<file path="src/rtl/uart_parity_unit.sv">
// Parity engine shared by the UART Tx and Rx paths: one-cycle Tx parity generation
// and a strobe-driven serial Rx parity accumulator/checker.
module uart_parity_unit #(
  parameter int unsigned WIDTH = 8
) (
  input  logic             CLK,
  input  logic             RST,
  input  logic             PAR_EN,
  input  logic [1:0]       PAR_MODE,
  input  logic [WIDTH-1:0] P_DATA,
  input  logic             Data_Valid,
  output logic             par_bit,
  input  logic             rx_start,
  input  logic             bit_strobe,
  input  logic             rx_bit,
  output logic             rx_busy,
  output logic             par_chk_done,
  output logic             par_err
);

  localparam int unsigned   CW   = $clog2(WIDTH + 1);
  localparam logic [CW-1:0] LAST = CW'(WIDTH - 1);

  typedef enum logic [1:0] {
    MODE_EVEN  = 2'b00,
    MODE_ODD   = 2'b01,
    MODE_MARK  = 2'b10,
    MODE_SPACE = 2'b11
  } par_mode_t;

  typedef enum logic [1:0] {
    IDLE,
    DATA,
    PAR
  } rx_state_t;

  function automatic logic par_of(input par_mode_t mode, input logic xor_sum);
    case (mode)
      MODE_EVEN: par_of = xor_sum;
      MODE_ODD:  par_of = ~xor_sum;
      MODE_MARK: par_of = 1'b1;
      default:   par_of = 1'b0;
    endcase
  endfunction

  always_ff @(posedge CLK or negedge RST) begin
    if (!RST)
      par_bit <= 1'b0;
    else if (Data_Valid && PAR_EN)
      par_bit <= par_of(par_mode_t'(PAR_MODE), ^P_DATA);
  end

  rx_state_t state, state_n;
  logic      cfg_en, cfg_en_n;
  par_mode_t cfg_mode, cfg_mode_n;
  logic      acc, acc_n;
  logic [CW-1:0] cnt, cnt_n;
  logic      done_n, err_n;

  always_ff @(posedge CLK or negedge RST) begin
    if (!RST) begin
      state        <= IDLE;
      cfg_en       <= 1'b0;
      cfg_mode     <= MODE_EVEN;
      acc          <= 1'b0;
      cnt          <= '0;
      par_chk_done <= 1'b0;
      par_err      <= 1'b0;
    end else begin
      state        <= state_n;
      cfg_en       <= cfg_en_n;
      cfg_mode     <= cfg_mode_n;
      acc          <= acc_n;
      cnt          <= cnt_n;
      par_chk_done <= done_n;
      par_err      <= err_n;
    end
  end

  // rx_start takes priority over any strobe, including one in the same cycle.
  always_comb begin
    state_n    = state;
    cfg_en_n   = cfg_en;
    cfg_mode_n = cfg_mode;
    acc_n      = acc;
    cnt_n      = cnt;
    done_n     = 1'b0;
    err_n      = par_err;
    if (rx_start) begin
      state_n    = DATA;
      cfg_en_n   = PAR_EN;
      cfg_mode_n = par_mode_t'(PAR_MODE);
      acc_n      = 1'b0;
      cnt_n      = '0;
    end else if (bit_strobe) begin
      case (state)
        DATA: begin
          acc_n = acc ^ rx_bit;
          cnt_n = cnt + 1'b1;
          if (cnt == LAST) begin
            if (cfg_en) begin
              state_n = PAR;
            end else begin
              state_n = IDLE;
              done_n  = 1'b1;
              err_n   = 1'b0;
            end
          end
        end
        PAR: begin
          err_n   = (rx_bit != par_of(cfg_mode, acc));
          done_n  = 1'b1;
          state_n = IDLE;
        end
        default: ;
      endcase
    end
  end

  assign rx_busy = (state != IDLE);

endmodule

</file>
<file path="config.mk">
export PLATFORM = sky130hd
export DESIGN_NAME = uart_parity_unit
export DESIGN_NICKNAME = d
export VERILOG_FILES = /design/src/rtl/uart_parity_unit.sv
export SDC_FILE = /design/constraint.sdc
export NUM_CORES = 1
export LEC_CHECK = 0
export CORE_MARGIN = 1
export CORE_UTILIZATION = 45
export CTS_CLUSTER_DIAMETER = 50
export DETAILED_ROUTE_END_ITERATION = 10
export GPL_TIMING_DRIVEN = 0
export HOLD_SLACK_MARGIN = 0.1
export PLACE_DENSITY = 0.74
export SYNTH_ARGS = -nofsm -noshare
export SYNTH_HDL_FRONTEND = slang
export SYNTH_SLANG_ARGS = --single-unit
</file>
<file path="constraint.sdc">
create_clock -name CLK -period 1.9 [get_ports CLK]
set_input_delay 0.19 -clock CLK [delete_from_list [all_inputs] [get_ports CLK]]
set_output_delay 0.19 -clock CLK [all_outputs]
set_load 0.01 [all_outputs]
</file>
# Word-level counts from Yosys, hierarchy flattened
# Cells that the tools add are included.
dict set report totals {
  register_bits 13
  input_bits 17
  out_inout_bits 4
  elab_cells 60
}
dict set report classes {
  add_sub_neg 1
  n_eq_ne 11
  muxes 24
  bitwise_logic 4
  n_reduce_logical 12
}
# op count
set op_table {}
lappend op_table {{two-way mux 1 bit} 12}
lappend op_table {{two-way mux 4 bit} 3}
lappend op_table {{two-way mux 2 bit} 4}
lappend op_table {{nonzero test 2 bit} 4}
lappend op_table {{XOR reduction 8 bit} 1}
lappend op_table {{equality test 2 x 1 -> 1 bit, second input constant} 3}
lappend op_table {{equality test 2 bit, second input constant} 3}
lappend op_table {{case mux 1 bit (3 select lines)} 2}
lappend op_table {{AND reduction 5 bit} 1}
lappend op_table {{adder 4 x 1 -> 4 bit, second input constant} 1}
lappend op_table {{equality test 4 x 3 -> 1 bit, second input constant} 1}
lappend op_table {{logical NOT 2 bit} 2}
lappend op_table {{!= test 2 bit, second input constant} 2}
lappend op_table {{case mux 1 bit (2 select lines)} 2}
lappend op_table {{case mux 2 bit (2 select lines)} 1}
lappend op_table {{!= test 3 bit, second input constant} 1}
lappend op_table {{NOT 1 bit} 3}
lappend op_table {{AND reduction 3 bit} 1}
lappend op_table {{nonzero test 3 bit} 1}
lappend op_table {{AND reduction 2 bit} 1}
lappend op_table {{logical AND 1 bit} 1}
lappend op_table {{!= test 1 bit} 1}
lappend op_table {{XOR 1 bit} 1}

# Longest topological paths before layout
# Gate-level depths: netlist of the first run.
dict set report logic_depth {
  ltp_word 7
  ltp_mapped 6
  depth_no_buf 6
}

# Worst setup path after synthesis of the first run
# No wires, ideal clock.
dict set report synth_timing {
  path_kind {reg2reg}
  from {register state[1]}
  to {register cnt[3]}
  setup_time_ns 0.079
  arrival_ns 1.282
  required_ns 1.821
  path_slack_ns 0.539
  stages_incl_launch_ff 6
  path_buffers 0
  period_less_slack_ns 1.361
  path_cell_list {dfrtp_1 -> inv_1 -> ha_1 -> nand2_1 -> or3_1 -> a21oi_1}
}
dict set report synth_via {
  elab_chain_cells 3
}
# item line
set synth_lines {}
lappend synth_lines {{from (decl)} 53} ;# rx_state_t state, state_n;
lappend synth_lines {{from (signal assigned)} 70} ;# state <= state_n;
lappend synth_lines {{equality test 2 x 1 -> 1 bit} 96} ;# case (state)
lappend synth_lines {{nonzero test 2 bit (no line)} --}
lappend synth_lines {{AND reduction 2 bit (no line)} --}
lappend synth_lines {{to (signal assigned)} 74} ;# cnt <= cnt_n;
lappend synth_lines {{to (decl)} 57} ;# logic [CW-1:0] cnt, cnt_n;
# Every way passes these cells.
# A chain may end at the register's enable or synchronous reset.

# Worst setup path after layout of the first run
dict set report layout_timing {
  from {register state[0]}
  to {output port rx_busy}
}
dict set report layout_via {
  elab_chain_cells 1
}
# item line
set layout_lines {}
lappend layout_lines {{nonzero test 2 bit} 120} ;# assign rx_busy = (state != IDLE);
lappend layout_lines {{to (decl)} 16} ;# output logic rx_busy,
# Every way passes these cells.

==> flow_summary_export.csv, run 1 <==
group,metric,value,unit
routing,ant_nets,0,
synth,synth_top_area_share,45.2,%
global_route,grt_max_degree,14,
finish,stdcell_count,112,
synth,yosys.area_share.simple,16.5,%
routing,avgViaCountPerCell,5.14,
clock_network,insertion_delay,270,ps
synth,ys_seq_area_share,45.2,%
routing,dr.max_layer_used,"met4",
synth,synthTopCellsByArea,"dfrtp_1, xnor2_1, ha_1",
synth,synthXorXnorAreaFrac,14.6,%
synth,synthAdderAreaFrac,6.96,%
timing,setup_viol,0,
global_route,grt_pass1_vias,589,
worst_setup_path,required,1710,ps
worst_setup_path,r2r_start,"state[1]",
global_route,grt_pass1_wl,2.44,mm
routing,wl_met2,608,um
timing,slew_headroom,59.7,%
die,start_util,47.8,%
timing,fin_hold_ws,292,ps
synth,synth_common_cells,"dfrtp_1, xnor2_1, nand2_1",
die,fp.dieH,42.0,um
synth,syn_area,719,sq um
worst_setup_path,critPathLaunchType,"flip-flop",
die,fp.dieArea,0.00176,sq mm
finish,final_layout_size_suffix_gt1_share,7.29,%
finish,postLayoutCellArea,966,sq um
synth,synth_nets,93,
die,die_x,42.0,um
routing,via_count,576,
global_route,antenna_found_initial,0,
synth,synth_top_cell_by_area,"dfrtp_1",
placed_design,place_congestion,0.743,
worst_setup_path,endpoint_kind,"output port",
synth,synth_top_family_by_area,"simple AND/OR/NAND/NOR gates",
timing,post-route-min-period,1680,ps
placed_design,dpl_cell_area,940,sq um
die,fp.coreArea,0.00151,sq mm
clock_network,clockBufferDepth,2,
timing,grt_setup_unrepaired,"false",
global_route,grt_usage,18.3,%
die,core.rowCount,14,
routing,wl,1.31,mm
clock_network,clk_pin_slew,80,ps
clock_network,cts_num_sinks,13,
synth,yosys_register_bits,13,
timing,fin_crit_sh,88.4,%
clock_network,cts_resized,0,
synth,synth_compound_area_share,9.39,%
routing,met1_length,600,um
status,outcome,"completed",
power_and_ir_drop,powerDensity,637,mW/mm^2
worst_setup_path,crit_start,"state[0]",
routing,drt_pass1_iterations,4,
routing,drc_errors,0,
timing,tightest_slew,602,ps
clock_network,cts_hold_buf,0,
placed_design,dp_hpwl,1.04,mm
die,ios,21,
finish,antenna_cells,0,
synth,yosys_warnings,0,
clock_network,htreeDepth,1,
timing,drv_slew,0,
synth,ys_types,21,
timing,hold_viol,0,
synth,yosysMostFrequentCell,"dfrtp_1",
job,drv_cap,0,
timing,fin_tns_setup,0,ps
routing,routedWlPerCell,11.7,um
finish,area_growth,34.3,%
clock_network,cts_setup_buffers,0,
synth,synth_edf_count,0,
placed_design,place_inst,108,
clock_network,root_buffer,"clkbuf_4",
synth,syn_area_per_cell,9.99,sq um
synth,synthFlopType,"dfrtp_1",
clock_network,cts_tree,"done",
power_and_ir_drop,p_leak,0.000405,uW
routing,met3_length,85,um
power_and_ir_drop,irDropWorstVdd,0.000356,V
worst_hold_path,worstHoldPathType,"input port to async pin",
placed_design,port_buffers,20,
placed_design,place_ws,317,ps
finish,final_nets,118,
timing,max_freq,595,MHz
synth,synth_cells,72,
worst_setup_path,crit_type,"flip-flop to output port",
clock_network,numCtsBuffers,3,
global_route,overflow,0,
worst_setup_path,path_max_fanout,3,
timing,clock_skew,2.15,ps
synth,muxShareOfSynthArea,4.70,%
timing,fin_ws,220,ps
synth,synth-async-reset-ratio,100,%
routing,drt_iter0_drc,3,
worst_setup_path,cp.arrival,1490,ps
==> layer usage <==
metal,track usage [%],vias to the layer above
li1,-,292
met1,23.5,260
met2,28.7,22
met3,6.47,2
met4,5.81,0
met5,0,-
==> state kept, by name, summed over array words and instances (netlist names) <==
register / cells
cfg_mode: 2
par_err: 1
par_chk_done: 1
acc: 1
cfg_en: 1
cnt: 4
par_bit: 1
state: 2
==> power breakdown <==
group	total (uW)	internal (uW)	switching, uW
sequential	308	295	13.2
combinational	136	80.5	55.4
clock	171	81.3	89.8
total	615	457	158
==> cell type report <==
| class | instances | area [sq um] |
|---|---|---|
| inverters | 4 | 15.0 |
| plain buffers | 1 | 3.75 |
| multi-input cells | 54 | 375 |
| well taps | 16 | 20.0 |
| repair buffers | 20 | 200 |
| flip-flops and latches | 13 | 325 |
| clock buffers | 4 | 26.3 |
| fillers | 132 | 541 |
==> cell usage in the layout (no fill, tap or decap), drive strengths merged, types with 2 or more instances in the layout <==
cell type / Yosys / routed
ha: 4 / 4
o21ai: 3 / 3
nand2: 6 / 6
clkbuf: 1 / 5
dfrtp: 13 / 13
xor2: 5 / 5
a21oi: 5 / 5
mux2: 3 / 3
nand3: 5 / 5
inv: 4 / 4
xnor2: 7 / 7
nor3: 2 / 2
clkdlybuf4s50: 0 / 20
nor2: 5 / 5
or3: 2 / 2
==> worst paths after layout <==
path	to	slack (ps)	cells after the start
min in group CLK	cfg_mode[1]	520	1
max	rx_busy	220	4
min reg2reg	cfg_mode[1]	520	1
max reg2reg	state[0]	320	5
max in group asynchronous	cfg_mode[0]	1220	1
min	par_chk_done	290	1
==> worst max-delay path: stages, from the launching register on <==
cell             delay (ps)
dfrtp_1                 390
inv_1                    70
ha_1                    190
inv_1                    50
clkdlybuf4s50_1         520
==> cells by family (layout without fill, tap and decap cells) <==
kind of cell | after synthesis | after routing
buffers and inverters | 5 | 29
xor gates and xnor gates | 12 | 12
muxes | 3 | 3
adders and majority gates | 4 | 4
and+or+nand+nor | 24 | 24
DFF | 13 | 13
AOI/OAI and AO/OA | 11 | 11
==> stage by stage <==
stage	utilization, %	total power [uW]
2_1_floorplan	-	384
3_3_place_gp	62.4	448
3_5_place_dp	62.4	451
4_1_cts	64.1	620
5_1_grt	64.1	653
6_report	64.1	615
Power figures use the tool's default switching activity.
==> run 2: changes to the inputs <==
CTS_CLUSTER_DIAMETER = 100   (was 50)
==> results of run 2 <==
Final layout, timing and power as in run 1 (identical DEF).
==> run 3: changes to the inputs <==
CAP_MARGIN = 10   (was default)
CORE_UTILIZATION = 46   (was 45)
CTS_CLUSTER_DIAMETER = default   (was 100)
DONT_BUFFER_PORTS = 1   (was default)
PLACE_DENSITY = 0.58   (was 0.74)
==> run 3 against run 2 <==
  * Combinational power fell by 31%
  * Global-route usage shrank 1.1 points
  * Critical path depth is 1 higher
  * Wire length decreased by 5.8%
  * Sequential cell count unchanged
  * Fmax rose by 8.1%
  * Core utilization fell by 4.5 points
  * Non-clock buffer count decreased by 14
  * Via count decreased by 8.3%
  * Largest cell class unchanged
==> flow_summary_export.csv, run 3 (same netlist as run 1, synthesis figures left out) <==
group,metric,value,unit
status,outcome,"completed",
routing,via_count,528,
power_and_ir_drop,pwr-share-comb,16.5,%
global_route,grt_pass1_vias,528,
worst_hold_path,min_path_cells,2,
timing,fin_hold_ws,106,ps
worst_setup_path,r2r-end,"cnt[3]",
worst_setup_path,critPathLaunchType,"flip-flop",
worst_setup_path,endpoint_kind,"flip-flop",
clock_network,root_buffer,"clkbuf_4",
clock_network,cts_num_sinks,13,
worst_setup_path,path_max_fanout,8,
power_and_ir_drop,netSwitchingFraction,25.4,%
placed_design,port_buffers,0,
finish,top_register,"cnt",
routing,wl,1.23,mm
finish,regArea,325,sq um
die,fp.dieArea,0.00173,sq mm
global_route,overflow,0,
clock_network,numCtsBuffers,3,
global_route,grt_usage,17.2,%
finish,mostFrequentLayoutCell,"dfrtp_1",
power_and_ir_drop,p_leak,0.000352,uW
clock_network,clk_pin_slew,80,ps
timing,clock_skew,2.50,ps
routing,met1_length,584,um
timing,grt_setup_unrepaired,"false",
power_and_ir_drop,intPower,427,uW
timing,fin_crit_sh,81.8,%
worst_setup_path,cp.arrival,1750,ps
global_route,grt_pass1_wl,2.24,mm
routing,dr.max_layer_used,"met4",
routing,avgViaCountPerCell,5.44,
power_and_ir_drop,switchingPower,145,uW
finish,multi_input_area,375,sq um
worst_setup_path,r2r_start,"state[1]",
worst_hold_path,hold_start,"rx_start",
global_route,antenna_found_initial,0,
power_and_ir_drop,seq_power_share,54.4,%
finish,antenna_cells,0,
clock_network,cts_tree,"done",
worst_setup_path,required,2090,ps
routing,routedWlPerCell,12.7,um
routing,ant_nets,0,
timing,setup_viol,0,
worst_hold_path,holdPathEnd,"par_chk_done",
power_and_ir_drop,p_clk_share,29.1,%
power_and_ir_drop,powerDensity,694,mW/mm^2
global_route,grt_max_degree,14,
finish,layout_common_cells,"dfrtp_1, xnor2_1, nand2_1, dlygate4sd3_1",
clock_network,cts_resized,0,
job,drv_cap,0,
routing,met3_length,57,um
finish,fillers,129,
timing,hold_viol,0,
timing,tightest_slew,589,ps
routing,drt_pass1_iterations,2,
timing,drv_slew,0,
timing,post-route-min-period,1550,ps
die,fp.coreArea,0.00138,sq mm
die,die_x,41.5,um
worst_hold_path,worstHoldPathType,"input port to flip-flop",
die,start_util,52.0,%
timing,fin_tns_setup,0,ps
timing,slew_headroom,60.6,%
die,fp.dieH,41.5,um
placed_design,place_congestion,0.717,
die,ios,21,
routing,drt_iter0_drc,3,
finish,largest_register_ffs,4,
worst_setup_path,rr_worst_depth,5,
worst_setup_path,regToRegSetupSlack,350,ps
routing,drc_errors,0,
clock_network,insertion_delay,270,ps
timing,max_freq,643,MHz
clock_network,clockBufferDepth,2,
worst_setup_path,crit_type,"flip-flop to flip-flop",
clock_network,htreeDepth,1,
finish,final_layout_size_suffix_gt1_share,8.54,%
die,core.rowCount,13,
power_and_ir_drop,irDropWorstVdd,0.000432,V
finish,final_nets,104,
routing,wl_met2,573,um
finish,area_growth,14.6,%
placed_design,dp_hpwl,892,um
finish,top_regs,"cnt x4, cfg_mode x2, state x2",
-- run 3: cell types whose count changed in the layout (fill, tap and decap cells not counted), sizes merged --
cell,delta
dlygate4sd3,+6
clkdlybuf4s50,-20
-- run 3: worst max-delay path by stage --
| stage | start | endpoint | slack (ps) | depth (start not counted) |
|---|---|---|---|---|
| global route | state[1] | cnt[3] | 220 | 5 |
| finish | state[1] | cnt[3] | 350 | 5 |
| CTS | state[1] | cnt[3] | 350 | 5 |
| detailed placement | state[1] | state[0] | 400 | 5 |
| global placement | state[1] | state[0] | 390 | 5 |
| floorplan | state[1] | cnt[3] | 540 | 5 |
-- run 3: critical path, cell delays in order, from the launching register on --
cell     delay [ps]
dfrtp_1         400
inv_1            90
ha_1            310
nand2_1         160
or3_1           370
a21oi_1         150
-- run 3: power groups by stage --
stage	Clock (uW)	Sequential, uW	Combinational, uW
finish	167	311	94.2
global route	192	314	107
CTS	173	311	94.7
detailed placement	0	317	77.9
global placement	0	317	76.6
floorplan	0	314	69.7
-- run 3: cell type report --
class	instances	share of cell area, %
multi-input combinational	54	45.5
sequential	13	39.5
timing repair buffer	6	7.28
clock buffer	4	3.19
tap	15	2.28
inverter	4	1.82
buffer	1	0.455
-- run 3: timing repair --
action / 4_1_cts / 5_1_grt
hold buffers: 6 / 0
hold endpoints to repair: 20 / 0
buffers inserted: 0 / 0
-- run 3: per-layer routing --
layer | up-vias | track usage [%]
li1 | 263 | -
met1 | 251 | 21.8
met2 | 12 | 26.9
met3 | 2 | 6.52
met4 | 0 | 5.81
met5 | - | 0
-- run 3: per-stage QoR --
step	cells	area (sq um)	utilization (%)	total power [uW]	setup slack, ps
6_report	97	825	59.6	572	346
5_1_grt	97	825	59.6	613	217
4_1_cts	97	825	59.6	579	350
3_5_place_dp	87	738	53.4	395	396
3_3_place_gp	87	738	53.4	393	392
2_1_floorplan	72	719	-	384	539
